[config.mk]
export PLATFORM = sky130hd
export DESIGN_NAME = acc_job_arbiter_flat
export DESIGN_NICKNAME = d
export VERILOG_FILES = /design/src/rtl/acc_job_arbiter_pkg.sv /design/src/rtl/acc_job_arbiter_if.sv /design/src/rtl/acc_rr_picker.sv /design/src/rtl/acc_job_arbiter.sv /design/src/flat_wrapper.sv
export SDC_FILE = /design/constraint.sdc
export NUM_CORES = 1
export LEC_CHECK = 0
export CORE_UTILIZATION = 57
export CTS_CLUSTER_DIAMETER = 60
export CTS_CLUSTER_SIZE = 16
export DETAILED_ROUTE_END_ITERATION = 12
export PLACE_DENSITY = 0.88
export RECOVER_POWER = 50
export SETUP_SLACK_MARGIN = 0.02
export SYNTH_ARGS = -nofsm -noshare
export SYNTH_HDL_FRONTEND = slang
export SYNTH_SLANG_ARGS = --single-unit
[constraint.sdc]
create_clock -name clk -period 3.9 [get_ports clk]
set_clock_uncertainty 0.05 [all_clocks]
set_input_delay 1.17 -clock clk [delete_from_list [all_inputs] [get_ports clk]]
set_output_delay 1.17 -clock clk [all_outputs]
set_load 0.01 [all_outputs]
[src/rtl/acc_job_arbiter_pkg.sv]
// Shared types and default constants for the accelerator job arbiter.
// Latency: n/a (definitions only).
// Backpressure: n/a (definitions only).
package acc_arb_pkg;

  // FSM encoding; values are fixed so debug tools can decode the state register.
  typedef enum logic [1:0] {
    IDLE  = 2'd0,
    START = 2'd1,
    BUSY  = 2'd2,
    DONE  = 2'd3
  } arb_state_t;

  localparam int N_REQ_DEF          = 4;
  localparam int CNT_W_DEF          = 32;
  localparam int TIMEOUT_CYCLES_DEF = 60000000;

endpackage

[src/rtl/acc_job_arbiter_if.sv]
// Requester-side and accelerator-side signals of the job arbiter.
// Latency: n/a (wiring only).
// Backpressure: requests are levels held until the matching done pulse.
interface acc_job_arbiter_if #(
  parameter int N_REQ = 4,
  parameter int CNT_W = 32
);
  logic [N_REQ-1:0] i_req;
  logic [N_REQ-1:0] o_grant;
  logic [N_REQ-1:0] o_done;
  logic             o_error;
  logic             o_busy;
  logic [CNT_W-1:0] o_cycles;
  logic             o_acc_start;
  logic             i_acc_finish;

  // Arbiter side.
  modport master (
    input  i_req, i_acc_finish,
    output o_grant, o_done, o_error, o_busy, o_cycles, o_acc_start
  );

  // Requester / accelerator side.
  modport slave (
    output i_req, i_acc_finish,
    input  o_grant, o_done, o_error, o_busy, o_cycles, o_acc_start
  );
endinterface

[src/rtl/acc_rr_picker.sv]
// Round-robin pick: first set request at or above the pointer, wrapping.
// Latency: combinational.
// Backpressure: none; valid is low when no request is set.
module acc_rr_picker #(
  parameter int N_REQ = 4,
  parameter int IW    = $clog2(N_REQ)
) (
  input  logic [N_REQ-1:0] req,
  input  logic [IW-1:0]    ptr,
  output logic [N_REQ-1:0] grant,
  output logic [IW-1:0]    idx,
  output logic             vld
);

  // Scan N_REQ positions starting at ptr; the first hit wins.
  always_comb begin
    grant = '0;
    idx   = '0;
    vld   = 1'b0;
    for (int i = 0; i < N_REQ; i++) begin
      int             j;
      logic [IW-1:0]  jj;
      j = int'(ptr) + i;
      if (j >= N_REQ) j = j - N_REQ;
      jj = j[IW-1:0];
      if (!vld && req[jj]) begin
        vld       = 1'b1;
        grant[jj] = 1'b1;
        idx       = jj;
      end
    end
  end

endmodule

[src/rtl/acc_job_arbiter.sv]
// Shares one accelerator among N_REQ requesters round-robin; optional abort via ACC_ARB_TIMEOUT_EN.
// Latency: request in IDLE at t -> grant/start at t+1; finish at f -> done at f+1; next start >= f+3.
// Backpressure: requests wait as levels while the accelerator is owned; no queueing.
module acc_job_arbiter
  import acc_arb_pkg::*;
#(
  parameter int N_REQ = N_REQ_DEF,
  parameter int CNT_W = CNT_W_DEF
`ifdef ACC_ARB_TIMEOUT_EN
  ,
  parameter int TIMEOUT_CYCLES = TIMEOUT_CYCLES_DEF
`endif
) (
  input logic               clk,
  input logic               reset,
  acc_job_arbiter_if.master bus
);

  localparam int IW = $clog2(N_REQ);

  arb_state_t       state;
  logic [N_REQ-1:0] grant_q;
  logic [N_REQ-1:0] done_q;
  logic             busy_q;
  logic             start_q;
  logic [CNT_W-1:0] cycles_q;
  logic [CNT_W-1:0] cnt_q;
  logic [CNT_W-1:0] cnt_nxt;
  logic [IW-1:0]    ptr_q;
  logic [IW-1:0]    owner_q;

  logic [N_REQ-1:0] pick_grant;
  logic [IW-1:0]    pick_idx;
  logic             pick_vld;

  acc_rr_picker #(
    .N_REQ (N_REQ),
    .IW    (IW)
  ) u_picker (
    .req   (bus.i_req),
    .ptr   (ptr_q),
    .grant (pick_grant),
    .idx   (pick_idx),
    .vld   (pick_vld)
  );

  // Busy counter sticks at all-ones rather than wrapping.
  assign cnt_nxt = (&cnt_q) ? cnt_q : cnt_q + 1'b1;

`ifdef ACC_ARB_TIMEOUT_EN
  logic error_q;
  assign bus.o_error = error_q;
`else
  assign bus.o_error = 1'b0;
`endif

  // Job FSM: all outputs are registered here.
  always_ff @(posedge clk or negedge reset) begin
    if (!reset) begin
      state    <= IDLE;
      grant_q  <= '0;
      done_q   <= '0;
      busy_q   <= 1'b0;
      start_q  <= 1'b0;
      cycles_q <= '0;
      cnt_q    <= '0;
      ptr_q    <= '0;
      owner_q  <= '0;
`ifdef ACC_ARB_TIMEOUT_EN
      error_q  <= 1'b0;
`endif
    end else begin
      case (state)
        IDLE: begin
          if (pick_vld) begin
            grant_q <= pick_grant;
            owner_q <= pick_idx;
            start_q <= 1'b1;
            busy_q  <= 1'b1;
            cnt_q   <= {{(CNT_W-1){1'b0}}, 1'b1};
            state   <= START;
          end
        end
        START: begin
          // Start is level-sensitive at the accelerator: drop it after one cycle.
          start_q <= 1'b0;
          cnt_q   <= cnt_nxt;
          state   <= BUSY;
        end
        BUSY: begin
          if (bus.i_acc_finish) begin
            cycles_q <= cnt_q;
            done_q   <= grant_q;
            state    <= DONE;
`ifdef ACC_ARB_TIMEOUT_EN
          end else if (cnt_q >= CNT_W'(TIMEOUT_CYCLES)) begin
            cycles_q <= CNT_W'(TIMEOUT_CYCLES);
            done_q   <= grant_q;
            error_q  <= 1'b1;
            state    <= DONE;
`endif
          end else begin
            cnt_q <= cnt_nxt;
          end
        end
        DONE: begin
          done_q  <= '0;
          grant_q <= '0;
          busy_q  <= 1'b0;
          ptr_q   <= (owner_q == IW'(N_REQ - 1)) ? '0 : owner_q + 1'b1;
          state   <= IDLE;
`ifdef ACC_ARB_TIMEOUT_EN
          error_q <= 1'b0;
`endif
        end
        default: state <= IDLE;
      endcase
    end
  end

  assign bus.o_grant     = grant_q;
  assign bus.o_done      = done_q;
  assign bus.o_busy      = busy_q;
  assign bus.o_cycles    = cycles_q;
  assign bus.o_acc_start = start_q;

endmodule

[src/flat_wrapper.sv]
// flat-port wrapper written by rule: the top's interface ports become plain ports
module acc_job_arbiter_flat import acc_arb_pkg::*;
#(
  parameter int N_REQ = N_REQ_DEF,
  parameter int CNT_W = CNT_W_DEF

)
  (clk, reset, bus_i_req, bus_i_acc_finish, bus_o_grant, bus_o_done, bus_o_error, bus_o_busy, bus_o_cycles, bus_o_acc_start);
  acc_job_arbiter_if #(.N_REQ(N_REQ), .CNT_W(CNT_W)) bus_i ();
  input logic clk;
  input logic reset;
  input wire logic [$bits(bus_i.i_req)-1:0] bus_i_req;
  input wire logic [$bits(bus_i.i_acc_finish)-1:0] bus_i_acc_finish;
  output wire logic [$bits(bus_i.o_grant)-1:0] bus_o_grant;
  output wire logic [$bits(bus_i.o_done)-1:0] bus_o_done;
  output wire logic [$bits(bus_i.o_error)-1:0] bus_o_error;
  output wire logic [$bits(bus_i.o_busy)-1:0] bus_o_busy;
  output wire logic [$bits(bus_i.o_cycles)-1:0] bus_o_cycles;
  output wire logic [$bits(bus_i.o_acc_start)-1:0] bus_o_acc_start;
  assign bus_i.i_req = bus_i_req;
  assign bus_i.i_acc_finish = bus_i_acc_finish;
  assign bus_o_grant = bus_i.o_grant;
  assign bus_o_done = bus_i.o_done;
  assign bus_o_error = bus_i.o_error;
  assign bus_o_busy = bus_i.o_busy;
  assign bus_o_cycles = bus_i.o_cycles;
  assign bus_o_acc_start = bus_i.o_acc_start;
  acc_job_arbiter #(.N_REQ(N_REQ), .CNT_W(CNT_W)) u_core (.clk(clk), .reset(reset), .bus(bus_i));
endmodule
==> flow_metrics.env <==
export IMPL_finalWirelength_um=10840
export IMPL_whs_ns=0.4258
export IMPL_die_x_um=90.41
export IMPL_wl_per_cell_um=16.68
export IMPL_relSlewSlack_pct=-30.40
export IMPL_finalHoldViolCount=0
export IMPL_ys_types=62
export IMPL_cts_made_buffers=9
export IMPL_r2r_start="u_core.ptr_q[0]$_DFFE_PN0P_"
export IMPL_avgSynthCellArea_um2=8.702
export IMPL_crit_start="u_core.ptr_q[0]$_DFFE_PN0P_"
export IMPL_grt_use_total_pct=28.07
export IMPL_peakVddDrop_mv=0.5460
export IMPL_h_tree_depth=3
export IMPL_coreArea_um2=7408
export IMPL_drive_gt1_share_pct=6.715
export IMPL_arrival_ns=3.57
export IMPL_yosysSeqAreaShare_pct=44.93
export IMPL_tightest_slew_ns=1.956
export IMPL_async_flop_share_pct=100.0
export IMPL_ctsRootBufferMaster="clkbuf_8"
export IMPL_status="finished with violations"
export IMPL_nNetsFinal=568
export IMPL_die_h_um=90.41
export IMPL_rsz0062_at_grt="no"
export IMPL_cts_repair_resized=0
export IMPL_synth_enable_flop_cells=0
export IMPL_vias=4143
export IMPL_p_leak_nw=2.334
export IMPL_gp_congestion=0.9464
export IMPL_grt_overflow=0
export IMPL_synth_fp_nets=532
export IMPL_fillCellCount=587
export IMPL_critPathLaunchType="flop"
export IMPL_initial_utilization_pct=60.14
export IMPL_ctsHoldBuffers=0
export IMPL_dp_hpwl_um=7410
export IMPL_cts_tree="built"
export IMPL_die_area_um2=8174
export IMPL_syn_area_um2=4456
export IMPL_grt_pass1_wl_um=18550
export IMPL_drc=0
export IMPL_cap_violations=1
export IMPL_violations="capacitance limit, slew limit"
export IMPL_syn_to_final_growth_pct=16.37
export IMPL_synth_seq_cells=80
export IMPL_io_pins=50
export IMPL_max_freq_ghz=0.2981
export IMPL_reg2reg_depth=7
export IMPL_via_per_inst=6.374
export IMPL_endpoint="u_core.bus.o_grant[0]$_DFFE_PN0P_"
export IMPL_required_ns=4.12
export IMPL_grt_max_degree=81
export IMPL_post_route_util_pct=69.99
export IMPL_placed_area_um2=4984
export IMPL_ff2ff_setup_slack_ns=0.55
export IMPL_drt_pass1_iter_count=5
export IMPL_maxSlewViolCount=81
export IMPL_r2r_end="u_core.bus.o_grant[0]$_DFFE_PN0P_"
export IMPL_antenna_cells=0
export IMPL_multi_input_area_um2=2256
export IMPL_crit_type="flop to flop"
export IMPL_ys_dominant_reg_cell="dfrtp_1"
export IMPL_port_buffers=48
export IMPL_clock_path_buffers=2
export IMPL_synth_warnings=0
export IMPL_place_inst=636
export IMPL_drtIter0Drc=377
export IMPL_grt_pass1_vias=3937
export IMPL_tns_ns=0
export IMPL_clk_pin_slew_ns=0.08
export IMPL_fin_cells=650
export IMPL_setup_violations=0
export IMPL_synthCells=512
export IMPL_rows=31
export IMPL_fin_crit_ns=3.355
export IMPL_min_path_type="flop to flop"
export IMPL_cts_setup_buffers=0
export IMPL_worstPathMaxFanout=23
export IMPL_antenna_found_initial=0
export IMPL_ant_nets=0
export IMPL_clock_sinks=80
export IMPL_clk_latency_ns=0.36
export IMPL_fin_area_um2=5185
export IMPL_final_seq_area_um2=2002
export IMPL_end_kind="flop"
export IMPL_timing_final_crit_share_pct=86.02
export IMPL_p_per_area_nw_per_um2=661.3
-- cell usage after synthesis, types with 6 or more instances --
library cell	count	area, um^2
o31ai_1	6	45.04
nor3_1	7	35.03
nor2_1	16	60.06
nand2_1	135	506.7
and3_1	6	37.54
inv_1	11	41.29
nand3_1	14	70.07
o41ai_1	8	70.07
nor2b_1	7	43.79
buf_4	6	45.04
o21ai_0	31	155.2
dfrtp_1	80	2002
a21oi_1	20	100.1
nand2b_1	6	37.54
nand4_1	6	37.54
ha_1	13	162.7
a41oi_1	6	52.55
nor4_1	8	50.05
clkbuf_1	26	97.59
a31oi_1	27	168.9
-- cell type report --
type / count / area share [%]
Multi-Input combinational cell: 387 / 43.51
Sequential cell: 80 / 38.61
Timing Repair Buffer: 59 / 10.69
Clock buffer: 10 / 2.654
Tap cell: 99 / 2.389
Clock inverter: 4 / 1.351
Inverter: 11 / 0.7963
-- through the flow --
stage	setup slack, ns	power, W
after floorplan	1.169	0.002213
final	0.5453	0.003429
after global routing	0.3188	0.003644
after CTS	0.6273	0.003412
after detailed placement	0.3468	0.002752
after global placement	0.4549	0.002661
-- worst max-delay path, stage by stage, from the launching register on --
cell and delay (ns):
dfrtp_1 0.83, inv_1 0.32, ha_1 0.68, mux2i_1 0.15
o32a_1 0.33, nor4_1 0.59, a22oi_1 0.20, o31ai_1 0.11
-- cells in the final DEF, fill, tap and decap left out, drive strengths merged, types with 2 or more instances in the layout --
cell type / synthesis / routed
a211o: 3 / 3
a21o: 4 / 4
a21oi: 20 / 20
a221oi: 5 / 5
a22oi: 5 / 5
a31oi: 27 / 27
a41o: 2 / 2
a41oi: 6 / 6
and2: 5 / 5
and3: 7 / 7
and4: 6 / 6
buf: 7 / 10
bufinv: 0 / 2
clkbuf: 26 / 12
clkdlybuf4s50: 0 / 46
clkinv: 0 / 2
dfrtp: 80 / 80
ha: 13 / 13
inv: 11 / 11
mux2i: 2 / 2
mux4: 2 / 2
nand2: 136 / 136
nand2b: 6 / 6
nand3: 17 / 17
nand3b: 2 / 2
nand4: 6 / 6
nor2: 16 / 16
nor2b: 7 / 7
nor3: 7 / 7
nor4: 10 / 10
o21a: 2 / 2
o21ai: 33 / 33
o31ai: 6 / 6
o41ai: 8 / 8
or2: 2 / 2
or3: 4 / 4
-- logic make-up after synthesis --
group	synth area share, %
AOI/OAI and AO/OA	20.14
adders and majority gates	3.651
buffers and inverters	4.437
DFF	44.93
muxes	1.713
other	0.08417
and+or+nand+nor	25.05
-- report_power, final --
part,switching (W),internal [W]
logic,0.000978,0.000616
clock network,0.000294,0.000369
registers,0.000185,0.000987
total,0.00146,0.00197
-- sequential cells by signal, indices dropped and copies added, names as in the netlist --
name	flops
u_core.bus.o_acc_start	1
u_core.bus.o_busy	1
u_core.bus.o_cycles	32
u_core.bus.o_done	4
u_core.bus.o_grant	4
u_core.cnt_q	32
u_core.owner_q	2
u_core.ptr_q	2
u_core.state	2
-- how the worst min path moves through the flow --
stage                                                    from                             endpoint  slack (ns)  cells past startpoint
after floorplan                  u_core.cnt_q[18]$_DFFE_PN0P_         u_core.cnt_q[18]$_DFFE_PN0P_        0.42                      1
after global placement    u_core.bus.o_cycles[29]$_DFFE_PN0P_  u_core.bus.o_cycles[29]$_DFFE_PN0P_        0.41                      2
after detailed placement  u_core.bus.o_cycles[15]$_DFFE_PN0P_  u_core.bus.o_cycles[15]$_DFFE_PN0P_        0.41                      2
after CTS                 u_core.bus.o_cycles[15]$_DFFE_PN0P_  u_core.bus.o_cycles[15]$_DFFE_PN0P_        0.43                      2
after global routing      u_core.bus.o_cycles[28]$_DFFE_PN0P_  u_core.bus.o_cycles[28]$_DFFE_PN0P_        0.45                      2
final                     u_core.bus.o_cycles[28]$_DFFE_PN0P_  u_core.bus.o_cycles[28]$_DFFE_PN0P_        0.43                      2
-- metal layers --
metal  vias to the layer above  routed length (um)  track usage (%)
met5                         -                   0                0
met3                        29                 686            5.387
met1                      1993                4607            36.31
met2                       204                5263            45.93
li1                       1917                   -                -
met4                         0                 285            12.50
(Power assumes the default switching activity.)
